[config.mk]
export PLATFORM = sky130hd
export DESIGN_NAME = mii_rx_deframer
export DESIGN_NICKNAME = d
export VERILOG_FILES = /design/src/rtl/mii_rx_deframer.sv
export SDC_FILE = /design/constraint.sdc
export NUM_CORES = 1
export LEC_CHECK = 0
export ABC_AREA = 1
export CAP_MARGIN = 10
export CORE_UTILIZATION = 59
export DETAILED_ROUTE_END_ITERATION = 10
export PLACE_DENSITY_LB_ADDON = 0.12
export SETUP_SLACK_MARGIN = 0.05
export SLEW_MARGIN = 20
export SYNTH_ARGS = -nofsm -noshare
export SYNTH_HDL_FRONTEND = slang
export SYNTH_SLANG_ARGS = --single-unit
export TNS_END_PERCENT = 100
[constraint.sdc]
create_clock -name mrx_clk_pad_i -period 2.53 [get_ports mrx_clk_pad_i]
set_clock_uncertainty 0.15 [all_clocks]
set_input_delay 0.759 -clock mrx_clk_pad_i [delete_from_list [all_inputs] [get_ports mrx_clk_pad_i]]
set_output_delay 0.759 -clock mrx_clk_pad_i [all_outputs]
set_load 0.01 [all_outputs]
[src/rtl/mii_rx_deframer.sv]
// MII receive deframer: strips preamble and SFD, packs nibbles low-first into
// bytes, and reports byte count and error status at end of frame.
module mii_rx_deframer #(
    parameter int MIN_PRE_NIBBLES = 2,
    parameter int MAX_BYTES       = 1518,
    parameter int MIN_BYTES       = 64
) (
    input  logic        mrx_clk_pad_i,
    input  logic        rst_n_i,
    input  logic [3:0]  mrxd_pad_i,
    input  logic        mrxdv_pad_i,
    input  logic        mrxerr_pad_i,
    output logic [7:0]  rx_byte_o,
    output logic        rx_byte_vld_o,
    output logic        rx_sof_o,
    output logic        rx_eof_o,
    output logic [15:0] rx_byte_cnt_o,
    output logic [4:0]  rx_status_o,
    output logic        rx_drop_o
);
    typedef enum logic [2:0] {IDLE, PRE, DATA_LO, DATA_HI, DROP} state_t;

    localparam logic [3:0]  NIB_PRE  = 4'h5;
    localparam logic [3:0]  NIB_SFD  = 4'hD;
    localparam logic [31:0] MIN_PRE  = MIN_PRE_NIBBLES;
    localparam logic [31:0] MIN_LEN  = MIN_BYTES;
    localparam logic [31:0] MAX_LEN  = MAX_BYTES;

    state_t      state_q, state_d;
    logic [3:0]  pre_cnt_q, pre_cnt_d;
    logic [3:0]  lo_q, lo_d;
    logic [15:0] cnt_q, cnt_d;
    logic        err_q, err_d;
    logic        sat_q, sat_d;
    logic        first_q, first_d;

    logic [7:0]  byte_d;
    logic        vld_d, sof_d, eof_d, drop_d;
    logic [15:0] cnt_o_d;
    logic [4:0]  status_d;

    logic        too_short, too_long, pre_ok;

    // Length checks see the count as it stands when dv falls, i.e. final.
    assign too_short = ({16'd0, cnt_q} < MIN_LEN);
    assign too_long  = ({16'd0, cnt_q} > MAX_LEN);
    assign pre_ok    = ({28'd0, pre_cnt_q} >= MIN_PRE);

    always_comb begin
        state_d   = state_q;
        pre_cnt_d = pre_cnt_q;
        lo_d      = lo_q;
        cnt_d     = cnt_q;
        err_d     = err_q;
        sat_d     = sat_q;
        first_d   = first_q;
        byte_d    = rx_byte_o;
        vld_d     = 1'b0;
        sof_d     = 1'b0;
        eof_d     = 1'b0;
        drop_d    = 1'b0;
        cnt_o_d   = rx_byte_cnt_o;
        status_d  = rx_status_o;

        case (state_q)
            IDLE: begin
                if (mrxdv_pad_i) begin
                    if (mrxd_pad_i == NIB_PRE) begin
                        state_d   = PRE;
                        pre_cnt_d = 4'd1;
                    end else begin
                        state_d = DROP;
                    end
                end
            end
            PRE: begin
                if (!mrxdv_pad_i) begin
                    state_d = IDLE;
                end else if (mrxd_pad_i == NIB_PRE) begin
                    if (pre_cnt_q != 4'hF) pre_cnt_d = pre_cnt_q + 4'd1;
                end else if (mrxd_pad_i == NIB_SFD && pre_ok) begin
                    state_d = DATA_LO;
                    cnt_d   = 16'd0;
                    err_d   = 1'b0;
                    sat_d   = 1'b0;
                    first_d = 1'b1;
                end else begin
                    state_d = DROP;
                    drop_d  = 1'b1;
                end
            end
            DATA_LO: begin
                if (mrxdv_pad_i) begin
                    lo_d    = mrxd_pad_i;
                    err_d   = err_q | mrxerr_pad_i;
                    state_d = DATA_HI;
                end else begin
                    state_d  = IDLE;
                    eof_d    = 1'b1;
                    cnt_o_d  = cnt_q;
                    status_d = {sat_q, too_long, too_short, 1'b0, err_q};
                end
            end
            DATA_HI: begin
                if (mrxdv_pad_i) begin
                    byte_d  = {mrxd_pad_i, lo_q};
                    vld_d   = 1'b1;
                    sof_d   = first_q;
                    first_d = 1'b0;
                    err_d   = err_q | mrxerr_pad_i;
                    if (cnt_q == 16'hFFFF) sat_d = 1'b1;
                    else                   cnt_d = cnt_q + 16'd1;
                    // Previous frame's report is retired together with sof.
                    if (first_q) begin
                        cnt_o_d  = 16'd0;
                        status_d = 5'd0;
                    end
                    state_d = DATA_LO;
                end else begin
                    // Half byte is discarded; only the dribble flag records it.
                    state_d  = IDLE;
                    eof_d    = 1'b1;
                    cnt_o_d  = cnt_q;
                    status_d = {sat_q, too_long, too_short, 1'b1, err_q};
                end
            end
            DROP: begin
                if (!mrxdv_pad_i) state_d = IDLE;
            end
            default: state_d = IDLE;
        endcase
    end

    always_ff @(posedge mrx_clk_pad_i or negedge rst_n_i) begin
        if (!rst_n_i) begin
            state_q       <= IDLE;
            pre_cnt_q     <= 4'd0;
            lo_q          <= 4'd0;
            cnt_q         <= 16'd0;
            err_q         <= 1'b0;
            sat_q         <= 1'b0;
            first_q       <= 1'b0;
            rx_byte_o     <= 8'd0;
            rx_byte_vld_o <= 1'b0;
            rx_sof_o      <= 1'b0;
            rx_eof_o      <= 1'b0;
            rx_drop_o     <= 1'b0;
            rx_byte_cnt_o <= 16'd0;
            rx_status_o   <= 5'd0;
        end else begin
            state_q       <= state_d;
            pre_cnt_q     <= pre_cnt_d;
            lo_q          <= lo_d;
            cnt_q         <= cnt_d;
            err_q         <= err_d;
            sat_q         <= sat_d;
            first_q       <= first_d;
            rx_byte_o     <= byte_d;
            rx_byte_vld_o <= vld_d;
            rx_sof_o      <= sof_d;
            rx_eof_o      <= eof_d;
            rx_drop_o     <= drop_d;
            rx_byte_cnt_o <= cnt_o_d;
            rx_status_o   <= status_d;
        end
    end
endmodule

* After elaboration in Yosys (flattened, before gate mapping)
Index checks and enable logic that the tools add are counted.
Cells by class: add/sub/neg operators 2, $lt $le $gt $ge 3, equality and inequality tests 23, mux-type cells 52, bitwise operators 1, reduce and logical (&&, ||, !) cells 16
Operators with widths (number):
- two-way mux 16 bit | 8
- one-hot mux 16 bit (2 select lines) | 2
- != test 2 bit (second input constant) | 12
- two-way mux 1 bit | 20
- two-way mux 4 bit | 5
- two-way mux 3 bit | 6
- AND reduction 6 bit | 3
- adder 16 x 1 -> 16 bit (second input constant) | 1
- equality test 16 bit (second input constant) | 1
- greater-than comparator 16 x 11 -> 1 bit (second input constant) | 1
- less-than comparator 16 x 7 -> 1 bit (second input constant) | 1
- two-way mux 5 bit | 3
- one-hot mux 3 bit (5 select lines) | 1
- one-hot mux 5 bit (2 select lines) | 1
- AND reduction 5 bit | 2
- one-hot mux 4 bit (2 select lines) | 1
- nonzero test 2 bit | 4
- equality test 3 x 2 -> 1 bit (second input constant) | 2
- != test 3 bit (second input constant) | 2
- one-hot mux 1 bit (2 select lines) | 3
- AND reduction 3 bit | 2
- adder 4 x 1 -> 4 bit (second input constant) | 1
- equality test 4 x 3 -> 1 bit (second input constant) | 1
- equality test 4 bit (second input constant) | 1
- other kinds (11) | 13
Storage, ports and cells: register bits after elaboration 63, input port bits 8, output and inout port bits 33

* Depth between registers and ports, before layout
depth after elaboration 6, mapped depth 12, mapped depth without buffers 11

* Worst setup path before layout
OpenSTA, ideal clock, no wires.
path type in2reg, start point input mrxd_pad_i[1], end point register cnt_q[12], data arrival time 1546 ps, data required time 2257 ps, path slack 712 ps, cell stages on the path 11, cells stage by stage inv_1 > nand2_1 > nor2_1 > nand2_1 > nand2_2 > nand2_1 > inv_1 > nand2_2 > buf_6 > nand2_1 > o21ai_1
On the way: longest elaborated chain between the ends 4, elaborated cells between the ends (all ways) 6, those cells by class eq/ne: 4; reduce/logical: 2
RTL lines:
- from (decl) | line 10 | input logic [3:0] mrxd_pad_i,
- equality test 4 bit | line 81 | end else if (mrxd_pad_i == NIB_SFD && pre_ok) begin
- logical AND 1 bit | line 81
- != test 2 bit (no line)
- AND reduction 6 bit (no line) *
- to (signal assigned) | line 154 | cnt_q <= cnt_d;
- to (decl) | line 32 | logic [15:0] cnt_q, cnt_d;
Every way passes the cells marked *; elsewhere a longest branch is shown, timed or not. A chain may end at the register's enable or synchronous reset.

* Worst setup path after layout
start point register rx_byte_o[5], end point output rx_byte_o[5]
RTL lines:
- from (decl) | line 13 | output logic [7:0] rx_byte_o,
- from (signal assigned) | line 158 | rx_byte_o <= byte_d;
No word-level cell between the ends.

==> results.cfg <==
[sta]
period_share_pct = 85.6
hold_viol_final = 0
rsz0062_at_grt = no
worst_slew_pin_slew_ps = 397
slew_headroom_pct = 73.5
post-route-min-period_ps = 2170
setup_viol_count_final = 0
drv_slew = 0
fmax_mhz = 462
tns_ps = 0

[min_path]
hold_path.class = in2async

[floorplanning]
core_area_sq_um = 4850
die_h_um = 73.9
start_util_pct = 62.9
num_rows = 25
die_w_um = 73.9
die_area_sq_um = 5460
ios = 41

[drt]
dr.pass1.iters = 5
initialDrtViolationCount = 277
vias_per_cell = 5.44
wirelength_mm = 6.92
ant_nets = 0
routedWlPerCell_um = 13.8
vias = 2735
drc = 0

[placement]
dp.cells = 488
dp_hpwl_mm = 4.75
gp_congestion = 0.977
portBuffers = 40

[logic_synthesis]
synth-seq-cells = 63
ys_seq_area_share_pct = 51.7
yosys_warnings = 0
syn-cell-area_sq_um = 3050
synthesis.nets = 395
synth_cell_types = 28
avgSynthCellArea_sq_um = 7.95
synthCells = 384

[clock_network]
clk_pin_slew_ps = 60
cts_setup_buffers = 0
clock_latency_ps = 340
htreeDepth = 3
post_cts_resized = 0
max-clock-path-buffers = 2
ctsHoldBuffers = 0
cts_tree = built
numClockSinks = 63
cts_root_buf = clkbuf_8
numCtsBuffers = 9

[worst_setup_path]
cp_num_buf_inv = 1
cp_slowest_stage_delay_ps = 560
criticalPathCategory = reg2out
path_cells = clkdlybuf4s50_1
worst_ep_arrival_time_ps = 1260
slowest_stage = clkdlybuf4s50_1
crit_path_start_kind = flip-flop
endpoint_kind = output pin
crit_family = buffers and inverters
path_max_fanout = 2
critPathRequiredTime_ps = 1620

[final_layout]
area_delta_synth_final_pct = 23.6
fin_cells = 503
nets = 443
n_antenna_cell = 0
drive_above_1_share_pct = 9.17
fill_cells = 356
fin_util_pct = 77.8

[global_route]
grt_pass1_vias = 2367
antenna_found_initial = 0
gr-total-overflow = 0
grt_use_total_pct = 28.1
grt_pass1_wl_mm = 11.3
grt_start_max_net_pins = 64

[power]
p_leak_nw = 1.78
power.density_nw_per_um2 = 681
finalPower_w = 0.00257
vdd_drop_max_v = 0.000397

[run]
max-cap-violations = 0

[run_status]
outcome = complete, no violations
## cell families (layout without fill, tap and decap cells)
family                     count (synthesis)  count (layout)  synth area share [%]
AOI/OAI and AO/OA                         56              56                  9.64
xor gates and xnor gates                   3               3                 0.861
adders and majority gates                  3               3                  1.23
buffers and inverters                     48             100                  6.68
DFF                                       63              63                  51.7
and+or+nand+nor                          211             211                  29.9
## cells in the mapped netlist (all sizes together)
cell type,number,area share (%)
nand2,128,16
dfrtp,63,52
o21ai,51,8.4
inv,39,4.8
nand3,32,5.4
nor2,32,4.8
nand4,9,1.8
buf,8,1.8
nor3,8,1.3
ha,3,1.2
a21oi,2,0.45
a22o,2,0.57
xor2,2,0.57
clkbuf,1,0.12
nand3b,1,0.25
o31ai,1,0.25
or2,1,0.21
xnor2,1,0.29
## metrics by stage
step | cell area, sq um | setup slack, ps | hold WS, ps
floorplan | 3050 | 712 | 292
global placement | 3560 | 156 | 300
detailed placement | 3560 | 77.0 | 316
CTS | 3770 | 342 | 288
global route | 3770 | 295 | 294
finish | 3770 | 365 | 261
## registers in the layout, summed over array words and instances (netlist names)
register       count
state_q            3
err_q              1
rx_drop_o          1
rx_byte_o          8
rx_eof_o           1
cnt_q             16
first_q            1
rx_byte_vld_o      1
rx_byte_cnt_o     16
sat_q              1
pre_cnt_q          4
lo_q               4
rx_sof_o           1
rx_status_o        5
## worst reg2reg max path, cell delays in order (launching register included)
cell and delay (ps):
dfrtp_1 420, inv_1 70, ha_1 190, nor2_1 100
nand2_1 70, nand2_1 80, nand2_2 70, nand2_1 130
inv_1 70, nand2_2 90, buf_12 180, nand2_1 80
o21ai_1 80
## layout make-up
| class | instances | area, sq um | area share (%) |
|---|---|---|---|
| well taps | 67 | 83.8 | 2.22 |
| inverters | 39 | 146 | 3.88 |
| repair buffers | 46 | 478 | 12.7 |
| multi-input cells | 273 | 1270 | 33.7 |
| clock inverters | 2 | 37.5 | 0.995 |
| flip-flops and latches | 63 | 1580 | 41.8 |
| clock buffers | 13 | 179 | 4.74 |
## where the power goes
| group | internal (W) | switching (W) | total, W |
|---|---|---|---|
| clock | 0.000557 | 0.000379 | 0.000936 |
| sequential | 0.00112 | 0.0000772 | 0.00120 |
| combinational | 0.000218 | 0.000215 | 0.000433 |
## placed cells by master, fill, tap and decap left out, types with 2 or more instances in the layout
master	n
buf_4	3
clkbuf_8	13
buf_12	3
nor2_4	2
nand2_2	5
clkdlybuf4s50_1	39
nor2_2	4
nor2_1	26
ha_1	3
nand2_1	123
a22o_1	2
o21ai_0	31
inv_2	4
o21ai_1	20
nand4_1	9
inv_1	35
nand3_1	31
nor3_1	8
dfrtp_1	63
xor2_1	2
## final timing paths
kind / start / to / slack [ps] / cells after the start
min reg2reg: lo_q[0] / rx_byte_o[0] / 330 / 2
min in group mrx_clk_pad_i: lo_q[0] / rx_byte_o[0] / 330 / 2
min: rst_n_i / rx_byte_cnt_o[10] / 260 / 2
max: rx_byte_o[5] / rx_byte_o[5] / 360 / 1
max in group asynchronous: rst_n_i / rx_byte_o[0] / 1680 / 2
max reg2reg: pre_cnt_q[0] / cnt_q[0] / 680 / 12
## layer usage
layer	wire (um)	GRT usage [%]	share of wire (%)
met1	3200	42.1	46
met2	3180	40.5	46
met3	412	4.94	6.0
met4	135	11.8	2.0
met5	0	0	0
(Power assumes the default switching activity.)
